$ cat config.mk
export PLATFORM = sky130hd
export DESIGN_NAME = i2c_cmd_sequencer_flat
export DESIGN_NICKNAME = d
export VERILOG_FILES = /design/src/rtl/i2c_seq_pkg.sv /design/src/rtl/i2c_cmd_sequencer_if.sv /design/src/rtl/i2c_seq_fifo.sv /design/src/rtl/i2c_cmd_sequencer.sv /design/src/flat_wrapper.sv
export SDC_FILE = /design/constraint.sdc
export NUM_CORES = 1
export LEC_CHECK = 0
export CAP_MARGIN = 10
export CORE_ASPECT_RATIO = 1.5
export CORE_MARGIN = 2
export CORE_UTILIZATION = 30
export CTS_CLUSTER_DIAMETER = 120
export DETAILED_ROUTE_END_ITERATION = 12
export HOLD_SLACK_MARGIN = 0.02
export MAX_ROUTING_LAYER = met4
export RECOVER_POWER = 50
export SETUP_SLACK_MARGIN = 0.15
export SYNTH_ARGS = -nofsm -noshare
export SYNTH_HDL_FRONTEND = slang
export SYNTH_SLANG_ARGS = --single-unit
$ cat constraint.sdc
create_clock -name sys_clock -period 4.8 [get_ports sys_clock]
set_clock_uncertainty 0.05 [all_clocks]
set_input_delay 0.96 -clock sys_clock [delete_from_list [all_inputs] [get_ports sys_clock]]
set_output_delay 0.96 -clock sys_clock [all_outputs]
set_load 0.03 [all_outputs]
$ cat src/rtl/i2c_seq_pkg.sv
// Shared types for the I2C command sequencer: FSM states, master status bit
// positions and the width of a queued command entry ({read, control word}).
package i2c_seq_pkg;

    typedef enum logic [2:0] {
        S_IDLE,
        S_ISSUE,
        S_WAIT_HI,
        S_WAIT_LO,
        S_CHECK,
        S_GAP,
        S_RESP
    } seq_state_t;

    localparam int BUSY  = 31;
    localparam int ANACK = 30;
    localparam int DNACK = 29;
    localparam int RD    = 28;

    localparam int ENTRY_W = 33;

endpackage

$ cat src/rtl/i2c_cmd_sequencer_if.sv
// Command push and response channels of the I2C command sequencer.
// A command transfers on a clock edge where cmd_valid && cmd_ready; cmd_data/cmd_read
// must be stable while cmd_valid is high. rsp_valid is a one-cycle pulse with no back-pressure.
interface i2c_cmd_sequencer_if;
    logic        cmd_valid;
    logic        cmd_ready;
    logic [31:0] cmd_data;
    logic        cmd_read;
    logic        rsp_valid;
    logic [7:0]  rsp_data;
    logic [1:0]  rsp_err;

    modport master (
        output cmd_valid, cmd_data, cmd_read,
        input  cmd_ready, rsp_valid, rsp_data, rsp_err
    );

    modport slave (
        input  cmd_valid, cmd_data, cmd_read,
        output cmd_ready, rsp_valid, rsp_data, rsp_err
    );
endinterface

$ cat src/rtl/i2c_seq_fifo.sv
// Synchronous command FIFO, DEPTH entries of {read, control word}.
// Pushes into a full FIFO and pops from an empty one are ignored.
module i2c_seq_fifo
    import i2c_seq_pkg::*;
#(
    parameter int DEPTH = 8
) (
    input  logic               clk,
    input  logic               rst,
    input  logic               push,
    input  logic               pop,
    input  logic [ENTRY_W-1:0] din,
    output logic [ENTRY_W-1:0] dout,
    output logic               full,
    output logic               empty
);
    localparam int AW = $clog2(DEPTH);
    localparam logic [AW:0] PTR_ONE = (AW+1)'(1);

    logic [ENTRY_W-1:0] mem [DEPTH];
    logic [AW:0]        wptr;
    logic [AW:0]        rptr;
    logic               do_push;
    logic               do_pop;

    // Extra pointer bit distinguishes full from empty when the indices match.
    assign full    = (wptr[AW] != rptr[AW]) && (wptr[AW-1:0] == rptr[AW-1:0]);
    assign empty   = (wptr == rptr);
    assign do_push = push && !full;
    assign do_pop  = pop && !empty;
    assign dout    = mem[rptr[AW-1:0]];

    always_ff @(posedge clk or posedge rst) begin
        if (rst) begin
            wptr <= '0;
            rptr <= '0;
        end else begin
            if (do_push) wptr <= wptr + PTR_ONE;
            if (do_pop)  rptr <= rptr + PTR_ONE;
        end
    end

    always_ff @(posedge clk) begin
        if (do_push) mem[wptr[AW-1:0]] <= din;
    end
endmodule

$ cat src/rtl/i2c_cmd_sequencer.sv
// Queues I2C master commands and issues them one at a time, returning one response each.
// Optional retry-after-NACK with an idle gap is built when I2C_SEQ_RETRY_EN is defined.
module i2c_cmd_sequencer
    import i2c_seq_pkg::*;
#(
    parameter int DEPTH     = 8,
    parameter int MAX_RETRY = 3,
    parameter int RETRY_GAP = 200
) (
    input  logic               sys_clock,
    input  logic               reset,
    i2c_cmd_sequencer_if.slave bus,
    output logic [31:0]        ctrl_data,
    output logic               wr_ctrl,
    output logic               read,
    input  logic [31:0]        status,
    output logic               seq_busy,
    output logic [7:0]         err_count,
    output seq_state_t         dbg_state
);
    seq_state_t         state;
    logic [ENTRY_W-1:0] head;
    logic               fifo_full;
    logic               fifo_empty;
    logic               pop;
    logic [1:0]         err_now;
    logic               rsp_valid_q;
    logic [7:0]         rsp_data_q;
    logic [1:0]         rsp_err_q;
    logic               unused_status;

`ifdef I2C_SEQ_RETRY_EN
    localparam int RW = $clog2(MAX_RETRY + 1);
    localparam int GW = $clog2(RETRY_GAP + 1);
    localparam logic [RW-1:0] RETRY_MAX = RW'(MAX_RETRY);
    localparam logic [GW-1:0] GAP_LAST  = GW'(RETRY_GAP - 1);
    logic [RW-1:0] retry_cnt;
    logic [GW-1:0] gap_cnt;
`else
    localparam int unused_cfg = MAX_RETRY + RETRY_GAP;
`endif

    assign err_now       = {status[ANACK], status[DNACK]};
    assign pop           = (state == S_IDLE) && !fifo_empty && !status[BUSY];
    assign unused_status = ^status[RD:8];

    i2c_seq_fifo #(.DEPTH(DEPTH)) u_fifo (
        .clk   (sys_clock),
        .rst   (reset),
        .push  (bus.cmd_valid),
        .pop   (pop),
        .din   ({bus.cmd_read, bus.cmd_data}),
        .dout  (head),
        .full  (fifo_full),
        .empty (fifo_empty)
    );

    assign bus.cmd_ready = !fifo_full;
    assign bus.rsp_valid = rsp_valid_q;
    assign bus.rsp_data  = rsp_data_q;
    assign bus.rsp_err   = rsp_err_q;
    assign seq_busy      = !fifo_empty || (state != S_IDLE);
    assign dbg_state     = state;

    always_ff @(posedge sys_clock or posedge reset) begin
        if (reset) begin
            state       <= S_IDLE;
            ctrl_data   <= '0;
            wr_ctrl     <= 1'b0;
            read        <= 1'b0;
            rsp_valid_q <= 1'b0;
            rsp_data_q  <= '0;
            rsp_err_q   <= '0;
            err_count   <= '0;
`ifdef I2C_SEQ_RETRY_EN
            retry_cnt   <= '0;
            gap_cnt     <= '0;
`endif
        end else begin
            wr_ctrl     <= 1'b0;
            rsp_valid_q <= 1'b0;
            case (state)
                S_IDLE: begin
                    if (pop) begin
                        ctrl_data <= head[31:0];
                        read      <= head[32];
`ifdef I2C_SEQ_RETRY_EN
                        retry_cnt <= '0;
`endif
                        state     <= S_ISSUE;
                    end
                end
                // Never pulse wr_ctrl into a busy master.
                S_ISSUE: begin
                    if (!status[BUSY]) begin
                        wr_ctrl <= 1'b1;
                        state   <= S_WAIT_HI;
                    end
                end
                S_WAIT_HI: if (status[BUSY])  state <= S_WAIT_LO;
                S_WAIT_LO: if (!status[BUSY]) state <= S_CHECK;
                S_CHECK: begin
`ifdef I2C_SEQ_RETRY_EN
                    if ((err_now != 2'b00) && (retry_cnt < RETRY_MAX)) begin
                        retry_cnt <= retry_cnt + RW'(1);
                        gap_cnt   <= '0;
                        state     <= S_GAP;
                    end else
`endif
                    begin
                        rsp_valid_q <= 1'b1;
                        rsp_data_q  <= read ? status[7:0] : 8'h00;
                        rsp_err_q   <= err_now;
                        if ((err_now != 2'b00) && (err_count != 8'hFF))
                            err_count <= err_count + 8'd1;
                        state       <= S_RESP;
                    end
                end
`ifdef I2C_SEQ_RETRY_EN
                S_GAP: begin
                    if (gap_cnt == GAP_LAST) state <= S_ISSUE;
                    else                     gap_cnt <= gap_cnt + GW'(1);
                end
`endif
                S_RESP:  state <= S_IDLE;
                default: state <= S_IDLE;
            endcase
        end
    end
endmodule
$ cat src/flat_wrapper.sv
// flat-port wrapper written by rule: the top's interface ports become plain ports
module i2c_cmd_sequencer_flat import i2c_seq_pkg::*;
#(
    parameter int DEPTH     = 8,
    parameter int MAX_RETRY = 3,
    parameter int RETRY_GAP = 200
)
  (sys_clock, reset, ctrl_data, wr_ctrl, read, status, seq_busy, err_count, dbg_state, bus_cmd_valid, bus_cmd_data, bus_cmd_read, bus_cmd_ready, bus_rsp_valid, bus_rsp_data, bus_rsp_err);
  i2c_cmd_sequencer_if bus_i ();
  input  logic sys_clock;
  input  logic reset;
  output logic [31:0] ctrl_data;
  output logic wr_ctrl;
  output logic read;
  input  logic [31:0] status;
  output logic seq_busy;
  output logic [7:0] err_count;
  output seq_state_t dbg_state;
  input wire logic [$bits(bus_i.cmd_valid)-1:0] bus_cmd_valid;
  input wire logic [$bits(bus_i.cmd_data)-1:0] bus_cmd_data;
  input wire logic [$bits(bus_i.cmd_read)-1:0] bus_cmd_read;
  output wire logic [$bits(bus_i.cmd_ready)-1:0] bus_cmd_ready;
  output wire logic [$bits(bus_i.rsp_valid)-1:0] bus_rsp_valid;
  output wire logic [$bits(bus_i.rsp_data)-1:0] bus_rsp_data;
  output wire logic [$bits(bus_i.rsp_err)-1:0] bus_rsp_err;
  assign bus_i.cmd_valid = bus_cmd_valid;
  assign bus_i.cmd_data = bus_cmd_data;
  assign bus_i.cmd_read = bus_cmd_read;
  assign bus_cmd_ready = bus_i.cmd_ready;
  assign bus_rsp_valid = bus_i.rsp_valid;
  assign bus_rsp_data = bus_i.rsp_data;
  assign bus_rsp_err = bus_i.rsp_err;
  i2c_cmd_sequencer #(.DEPTH(DEPTH), .MAX_RETRY(MAX_RETRY), .RETRY_GAP(RETRY_GAP)) u_core (.sys_clock(sys_clock), .reset(reset), .bus(bus_i), .ctrl_data(ctrl_data), .wr_ctrl(wr_ctrl), .read(read), .status(status), .seq_busy(seq_busy), .err_count(err_count), .dbg_state(dbg_state));
endmodule
=== Word level (Yosys, flattened, before mapping) ===
Memory sizes are Yosys's and may differ from the RTL's. A register that Yosys moved wholly into a read port is not among the register bits.
Cells that the tools add are included.

* Memories kept: 1
* Bits in registers: 31
* Output and inout port bits: 58
* Bits in writable memories: 264
* ROM bits: 0
* Bits in latches: 0
* Input port bits: 68

{| class="wikitable"
|+ Memories
! name !! words !! bits a word !! rd ports !! clocked after Yosys merged registers in !! write ports !! RTL line !! RTL
|-
| u_core.u_fifo.mem || 8 || 33 || 1 || 1 || 1 || i2c_seq_fifo.sv:20 || <nowiki>logic [ENTRY_W-1:0] mem [DEPTH];</nowiki>
|}

* Bitwise logic cells: 0
* Shifts and indexed selects: 0
* Div/mod/pow operators: 0
* Mux-type cells: 11
* Eq/ne operators: 12
* Add/sub/neg operators: 3
* Multiply operators: 0
* Reductions and logical operators: 16
* Order comparisons: 0

{| class="wikitable"
|+ Operators with widths
! kind !! number
|-
| case mux 3 bit (5 select lines) || 1
|-
| 2-to-1 mux 3 bit || 4
|-
| adder 4 x 1 -> 4 bit (second input constant) || 2
|-
| adder 8 x 1 -> 8 bit (second input constant) || 1
|-
| 2-to-1 mux 8 bit || 1
|-
| inequality test 2 bit (second input constant) || 4
|-
| inequality test 8 bit (second input constant) || 1
|-
| equality test 3 x 2 -> 1 bit (second input constant) || 2
|-
| logical AND 1 bit || 6
|-
| 2-to-1 mux 1 bit || 5
|-
| equality test 4 bit || 1
|-
| AND reduction 2 bit || 2
|-
| AND reduction 4 bit || 1
|-
| equality test 3 x 1 -> 1 bit (second input constant) || 1
|-
| equality test 3 bit || 1
|-
| equality test 3 bit (second input constant) || 1
|-
| logical NOT 1 bit || 3
|-
| logical NOT 3 bit || 1
|-
| nonzero test 3 bit || 1
|-
| nonzero test 2 bit || 1
|-
| logical OR 1 bit || 1
|-
| inequality test 1 bit || 1
|}

=== Depth between registers and ports, before layout ===
Gate-level depths: netlist of the first run.

* Depth in word-level cells: 6
* Mapped depth: 7
* Mapped depth without buffers: 5

=== Hierarchy ===
Synthesis of the first run repeated with hierarchy kept, for this count alone.

* Cells, all modules: 609
* Area total of the unflattened synthesis: 13240.2 um^2

{| class="wikitable"
|+ Modules (own cells, without submodules)
! module !! instances !! seq. area each (um^2) !! cells an instance !! area an instance (um^2)
|-
| i2c_seq_fifo || 1 || 8127.8 || 442 || 10825.4
|-
| i2c_cmd_sequencer || 1 || 1401.3 || 167 || 2414.8
|}

=== Worst setup path before layout of the first run ===
No wires, ideal clock.

* Kind: register -> register
* From: register u_core.u_fifo.rptr[1]
* To: memory u_core.u_fifo.mem[1][0] (enable)
* Path buffers: 1
* Data required time: 4286 ps
* Clock period less this slack: 4196 ps
* Cell stages (with the launch flop): 6
* Data arrival time: 3682 ps
* Library setup time: 464 ps
* Path slack: 604 ps
* Path through: dfrtp_1 > buf_2 > xor2_1 > or4_1 > nand3_1 > nor3_1

* Word-level cells in the longest chain between the ends: 6

{| class="wikitable"
|+ Ends and longest elaborated chain
! element !! RTL line !! RTL
|-
| start, declared || i2c_seq_fifo.sv:22 || <nowiki>logic [AW:0] rptr;</nowiki>
|-
| start signal, assigned || i2c_seq_fifo.sv:39 || <nowiki>if (do_pop) rptr <= rptr + PTR_ONE;</nowiki>
|-
| equality test 3 bit || i2c_seq_fifo.sv:27 || <nowiki>assign full = (wptr[AW] != rptr[AW]) && (wptr[AW-1:0] == rptr[AW-1:0]);</nowiki>
|-
| logical AND 1 bit || i2c_seq_fifo.sv:27 ||
|-
| logical NOT 1 bit || - ||
|-
| net bus_cmd_ready || flat_wrapper.sv:22 || <nowiki>output wire logic [$bits(bus_i.cmd_ready)-1:0] bus_cmd_ready;</nowiki>
|-
| logical AND 1 bit || i2c_seq_fifo.sv:29 || <nowiki>assign do_push = push && !full;</nowiki>
|-
| 2-to-1 mux 1 bit || i2c_seq_fifo.sv:44 || <nowiki>if (do_push) mem[wptr[AW-1:0]] <= din;</nowiki>
|-
| 2-to-1 mux 1 bit (not written as such) || i2c_seq_fifo.sv:44 ||
|-
| end, declared || i2c_seq_fifo.sv:20 ||
|}

The timed path passes the listed nets, and every way through them passes these cells.

=== Worst setup path in the final report of the first run ===
* From: register u_core.u_fifo.wptr[1]
* To: output port bus_cmd_ready

* Word-level cells in the longest chain between the ends: 3

{| class="wikitable"
|+ Ends and longest elaborated chain
! element !! RTL line !! RTL
|-
| start, declared || i2c_seq_fifo.sv:21 || <nowiki>logic [AW:0] wptr;</nowiki>
|-
| start signal, assigned || i2c_seq_fifo.sv:38 || <nowiki>if (do_push) wptr <= wptr + PTR_ONE;</nowiki>
|-
| equality test 3 bit || i2c_seq_fifo.sv:27 ||
|-
| logical AND 1 bit || i2c_seq_fifo.sv:27 ||
|-
| logical NOT 1 bit || i2c_cmd_sequencer.sv:58 || <nowiki>assign bus.cmd_ready = !fifo_full;</nowiki>
|-
| end, declared || flat_wrapper.sv:22 ||
|}

Every way passes these cells.

==> implementation parameters, run 1 <==
Parameter                              Value

CTS
  Post-CTS Setup Inserts ... 0
  Cells resized by post-CTS repair ... 0
  Clock latency on the worst-skew pair ... 0.56 ns
  Maximum clock insertion buffer count ... 3
  Cts bufs inserted ... 30
  Master cell of the clock root buffer ... clkbuf_16
  Number of levels in the clock H-tree ... 1
  TritonCTS Sinks ... 328
  TritonCTS clock tree ... built
  Cts hold-fix bufs ... 0
  CTS clock-pin slew for the worst setup and hold paths ... ~0.060 ns

Floorplanning
  Starting density of the core ... 30.4%
  Number of placement rows ... 91
  Vertical die dimension ... 254 microns
  Die area ... 0.0433 sq mm
  Width of the die ... about 170 microns
  Floorplan Core Area ... just over 0.04 sq mm
  Count of pins on the block boundary ... 126

Drt
  Count of nets left with antenna violations after detail routing ... 0
  Number of vias after detailed routing ... 6,078
  DRC viols ... 0
  Routed len/inst ... 18.5 microns
  Initial DRC Count ... 298
  Initial DRT Pass Iterations ... 4
  Post-detailed-routing wire length ... 24,800 microns
  Average vias per placed instance ... 4.53

Placed design
  DP Area ... 0.0143 sq mm
  Half-perimeter wire length of the detailed placement result ... 14,300 microns
  Number of port buffers ... between 100 and 150
  Final RePlAce weighted congestion ... 0.702

Global routing
  Largest net degree at the start of global routing ... 70
  Wire length of the first global-routing pass ... 37,800 microns
  Global route total overflow ... 0
  Number of antenna violations at the first check in global routing ... 8
  GR Util All Layers ... 11.9%
  Via count of the first global-routing pass ... 6,340

Critical path
  Kind of critical path ... reg2out
  Highest-delay cell along the critical path ... clkdlybuf4s50_1
  Crit-path max FO ... 9
  Cells traversed along the worst timing path ... xor2_1 -> or4_1 -> clkdlybuf4s50_1
  Biggest cell delay along the critical path ... 0.65 ns
  CP Capture Type ... output port
  CP top delay family ... buffers and inverters
  WP buf/inv ... 1
  CP Data Arrival Time ... between 2 and 3 ns
  Category of the worst setup path launch point ... flop
  Data required, critical path ... roughly 3.8 ns

STA
  Setup violation total in the final timing report ... 0
  Max transition margin ... -53.0%
  Final period util ... 75.2%
  Final count of hold timing violations ... 0
  Final Slew Violations ... 44
  Final worst path period need ... 3.61 ns
  Pin slew with the least headroom to its limit ... 2.28 ns
  Setup TNS ... 0 ns
  Timing-limited maximum frequency ... 0.277 GHz
  RSZ-0062 raised after global routing ... false

Worst hold path
  Hold/Removal Path Class ... reg2reg

Finish
  Area growth, synth to finish ... 22.7%
  Count of nets after finishing ... 825
  Post-layout instance area ... 0.0153 sq mm
  Layout cell share with drive strength beyond 1 ... 18.4%
  Fill cell count ... 3,740

Power
  PwrDens ... 615 mW/mm^2
  Static Leakage ... 5.22 nW
  Maximum ir drop on the vdd rail ... about 0.40 mV

Yosys
  Total nets after synthesis ... 706
  Cells after Synth ... 635
  Number of enable flip-flop cells after synthesis ... 264
  Synthesized flop and latch total ... 328
  Synth async-reset ratio ... between 10% and 20%
  Warnings, synthesis ... 0
  Most used DFF post-synth ... edfxtp_1
  Post-synthesis average cell area ... 19.7 sq um
  Sequential area share after synthesis ... 76.4%
  Number of unique standard cell types used by synthesis ... 36
  Post-Synthesis Cell Area ... between 0.01 and 0.015 sq mm

Run status
  Failing checks ... max-capacitance violations, max-slew violations
  Status ... complete, but fails checks

Run
  Max Cap Viol ... 1
## layout make-up
type	count	area (sq um)	area share, %
clock inverter	15	203	1.32
sequential	328	9540	62.3
tap	558	698	4.56
antenna	6	15.0	0.0981
multi-input combinational	270	2820	18.4
timing repair buffer	121	1160	7.61
inverter	3	12.5	0.0817
clock buffer	40	860	5.62
## cells in the final DEF (no fill, tap or decap), drive strengths merged, types with 2 or more instances in the layout
cell type / instances
nand3: 15
inv: 2
bufinv: 5
nor2: 9
nand2: 59
o41ai: 2
clkbuf: 41
clkdlybuf4s50: 69
diode: 6
edfxtp: 264
nor3: 4
a21oi: 3
buf: 16
o21ai: 36
xnor2: 9
mux2: 3
or4: 2
ha: 3
dfrtp: 64
clkinvlp: 3
xor2: 9
nand2b: 4
dlygate4sd3: 35
nor4: 2
mux4: 66
and3: 2
mux2i: 33
clkinv: 8
## cell families after synthesis
logic type | share of synthesized area (%)
xor gates and xnor gates | 1.26
DFF | 76.4
buffers and inverters | 1.36
and+or+nand+nor | 3.76
AOI/OAI and AO/OA | 2.14
adders and majority gates | 0.301
muxes | 14.8
## cell usage after synthesis, drive strengths merged (3+ instances only)
cell type | count | area share [%]
xnor2 | 9 | 0.63
nand2 | 59 | 1.8
mux2 | 3 | 0.27
edfxtp | 264 | 64
nand3 | 15 | 0.60
inv | 3 | 0.090
nand2b | 4 | 0.20
nor2 | 9 | 0.27
dfrtp | 64 | 13
a21oi | 3 | 0.12
mux2i | 33 | 2.6
ha | 3 | 0.30
mux4 | 66 | 12
clkbuf | 13 | 0.39
xor2 | 9 | 0.63
nor3 | 4 | 0.16
o21ai | 36 | 1.4
buf | 21 | 0.88
## final timing paths
check	slack, ns	from	depth (start not counted)	end
min reg2reg	0.42	u_core.bus.rsp_data[0]	2	u_core.bus.rsp_data[0]
max in group asynchronous	2.11	reset	3	u_core.u_fifo.rptr[0]
max reg2reg	1.68	u_core.u_fifo.wptr[1]	5	u_core.u_fifo.mem[4][16]
max	1.19	u_core.u_fifo.wptr[1]	3	bus_cmd_ready
min	0.42	u_core.bus.rsp_data[0]	2	u_core.bus.rsp_data[0]
min in group asynchronous	1.42	reset	2	u_core.ctrl_data[27]
## power breakdown
part           leakage [nW]  internal, W  switching (W)
sequential             3.20      0.00368       0.000245
clock                 0.513      0.00152        0.00101
combinational          1.50      0.00127        0.00169
## worst register-to-register path, delay by kind of cell (launching register included)
family / cells / cell delay (ns)
buffers and inverters: 1 / 0.33
XOR/XNOR: 1 / 0.22
AO/OA/AOI/OAI: 1 / 0.91
flip-flops: 1 / 0.56
AND/OR/NAND/NOR: 2 / 0.73
## per-layer routing
| metal | vias to the layer above | track usage, % | wire length [microns] |
|---|---|---|---|
| met5 | - | - | 0 |
| met3 | 45 | 2.77 | 1320 |
| met2 | 127 | 20.6 | 12700 |
| met4 | 0 | 3.71 | 618 |
| met1 | 3163 | 13.7 | 10200 |
| li1 | 2743 | - | - |
## through the flow
| step | power [W] | utilization, % | worst slack [ns] | hold slack [ns] | std cells |
|---|---|---|---|---|---|
| 2_1_floorplan | 0.00599 | - | 0.604 | 0.448 | 635 |
| 3_3_place_gp | 0.00701 | 34.7 | 1.46 | 0.402 | 1280 |
| 3_5_place_dp | 0.00707 | 34.7 | 1.47 | 0.412 | 1280 |
| 4_1_cts | 0.00961 | 37.3 | 1.18 | 0.427 | 1335 |
| 5_1_grt | 0.00992 | 37.2 | 1.05 | 0.455 | 1341 |
| 6_report | 0.00942 | 37.2 | 1.19 | 0.419 | 1341 |
## sequential cells by signal, summed over array words and instances (netlist names)
| name | cells |
|---|---|
| u_core.u_fifo.mem | 264 |
| u_core.ctrl_data | 32 |
| u_core.bus.rsp_data | 8 |
| u_core.err_count | 8 |
| u_core.u_fifo.rptr | 4 |
| u_core.u_fifo.wptr | 4 |
| u_core.dbg_state | 3 |
| u_core.bus.rsp_err | 2 |
| u_core.bus.rsp_valid | 1 |
| u_core.read | 1 |
| u_core.wr_ctrl | 1 |
No activity file was read; power rests on OpenSTA's default activity.
==> inputs of run 2 (changes only) <==
clock period = 3.34 ns   (was 4.8 ns; I/O delays follow)
==> run 2 against run 1 <==
The flow finishes with violations (max-capacitance violations); highest routed layer unchanged; core utilization increased by 0.055 points; power rose by 42%; register-to-register slack got worse by 1.3 ns.
==> implementation parameters, run 2 (synthesized netlist as in run 1, its figures left out) <==
Parameter                              Value

Finish
  Flip-flop count of the largest register after layout ... 264
  Final cell count without fillers ... 1,349
  Area occupied by multi-input gates ... 0.00284 sq mm
  Layout cell share with drive strength beyond 1 ... 19.6%
  Count of nets after finishing ... ~830
  Leading cell type in the layout, fill and taps excluded ... edfxtp_1
  Most used cells in the layout excluding fill and tap cells ... edfxtp_1 (264), clkdlybuf4s50_1 (68), mux4_2 (66)
  Fill cell count ... 3,763
  Area growth, synth to finish ... 22.8%
  Register cell area after layout ... around 0.0095 sq mm
  Post-layout instance area ... roughly 0.015 sq mm

Placed design
  Number of port buffers ... 104
  Final RePlAce weighted congestion ... 0.700
  Cells after DPL ... 1,288
  DP Area ... 0.0143 sq mm
  Half-perimeter wire length of the detailed placement result ... 14,600 microns

Power
  Static Leakage ... between 5 and 6 nW
  Total chip power ... 0.0134 W
  Maximum ir drop on the vdd rail ... 0.463 mV
  PwrDens ... 875 mW/mm^2

Global routing
  Largest net degree at the start of global routing ... 70
  Wire length of the first global-routing pass ... 38,300 microns
  Via count of the first global-routing pass ... approximately 6.5k
  GR Util All Layers ... 12.1%
  Global route total overflow ... 0
  Number of antenna violations at the first check in global routing ... 5

Floorplanning
  Width of the die ... 171 microns
  Vertical die dimension ... 254 microns
  Count of pins on the block boundary ... 126
  Floorplan Core Area ... 0.0411 sq mm
  Die area ... 0.0433 sq mm
  Starting density of the core ... a little under a third
  Number of placement rows ... 91

Run
  Max Cap Viol ... 1

Critical path
  CP Capture Type ... output port
  CP Data Arrival Time ... 2.34 ns
  Highest-delay cell along the critical path ... clkdlybuf4s50_1
  Data required, critical path ... 2.62 ns
  Cells traversed along the worst timing path ... xor2_1 -> nor4_2 -> nand2_1 -> clkdlybuf4s50_1
  WP buf/inv ... 1
  CP top delay family ... buffers and inverters
  Category of the worst setup path launch point ... flop
  Kind of critical path ... reg2out
  Biggest cell delay along the critical path ... 0.67 ns
  Crit-path max FO ... 9

STA
  Final count of hold timing violations ... 0
  Timing-limited maximum frequency ... 0.327 GHz
  RSZ-0062 raised after global routing ... false
  Final period util ... 91.6%
  Max transition margin ... ~1.4%
  Final worst path period need ... approximately 3 ns
  Final Slew Violations ... 0
  Pin slew with the least headroom to its limit ... 1.47 ns
  Setup violation total in the final timing report ... 0
  Setup TNS ... 0 ns

Drt
  Count of nets left with antenna violations after detail routing ... 0
  Average vias per placed instance ... roughly 4.5
  Number of vias after detailed routing ... just over 6k
  Routed len/inst ... 18.5 microns
  Initial DRT Pass Iterations ... 5
  DRC viols ... 0
  Initial DRC Count ... 357
  Post-detailed-routing wire length ... 25,000 microns

CTS
  Maximum clock insertion buffer count ... 3
  TritonCTS Sinks ... 328
  TritonCTS clock tree ... built
  CTS clock-pin slew for the worst setup and hold paths ... approximately 0.07 ns
  Number of levels in the clock H-tree ... 1
  Post-CTS Setup Inserts ... 0
  Clock latency on the worst-skew pair ... 0.55 ns
  Cts bufs inserted ... 30
  Master cell of the clock root buffer ... clkbuf_16

Run status
  Status ... complete, but fails checks
  Failing checks ... max-capacitance violations

Worst hold path
  Hold/Removal Path Class ... reg2reg
run 2: through the flow:
stage	utilization, %	setup slack (ns)	hold WS [ns]
2_1_floorplan	-	0.0131	0.448
3_3_place_gp	34.9	0.536	0.402
3_5_place_dp	34.9	0.529	0.414
4_1_cts	37.3	0.227	0.427
5_1_grt	37.3	0.118	0.447
6_report	37.3	0.282	0.421
run 2: path summary, 6_finish.rpt:
check                      cells past startpoint  slack (ns)                      end              startpoint
max                                            4        0.28                 seq_busy   u_core.u_fifo.wptr[1]
min                                            2        0.42   u_core.bus.rsp_data[0]  u_core.bus.rsp_data[0]
max reg2reg                                    5        0.38  u_core.u_fifo.mem[4][6]   u_core.u_fifo.wptr[1]
min reg2reg                                    2        0.42   u_core.bus.rsp_data[0]  u_core.bus.rsp_data[0]
max in group asynchronous                      3        1.02           u_core.wr_ctrl                   reset
min in group asynchronous                      2        0.84      u_core.err_count[6]                   reset
run 2: what timing repair did:
item                       4_1_cts  5_1_grt
resized for setup                4        1
hold buffers                     0        0
setup endpoints to repair        2        1
hold endpoints to repair         0        0
run 2: final cells by class:
class                           count  area share [%]
Clock inverter                     22            1.31
Timing Repair Buffer              129            7.99
Sequential cell                   328            62.2
Tap cell                          558            4.55
Antenna cell                        5          0.0816
Multi-Input combinational cell    270            18.6
Inverter                            3          0.0816
Clock buffer                       34            5.20
run 2: worst min-delay path, cell delays in order, from the launching register on:
cell and delay (ns):
dfrtp_1 0.34, nand2_1 0.05, nand2_1 0.05
run 2: power breakdown:
part | switching [W] | internal [W] | leakage [nW]
registers | 0.000380 | 0.00529 | 3.20
clock network | 0.00149 | 0.00196 | 0.489
logic | 0.00243 | 0.00187 | 1.54
run 2: per-layer routing:
| metal | vias up | routed length, microns | part of all wire, % | GRT usage (%) |
|---|---|---|---|---|
| met3 | 40 | 1230 | 4.9 | 2.24 |
| li1 | 2763 | - | - | - |
| met2 | 147 | 13100 | 52 | 21.2 |
| met1 | 3137 | 10200 | 41 | 14.1 |
| met4 | 0 | 442 | 1.8 | 3.52 |
| met5 | - | 0 | 0 | - |
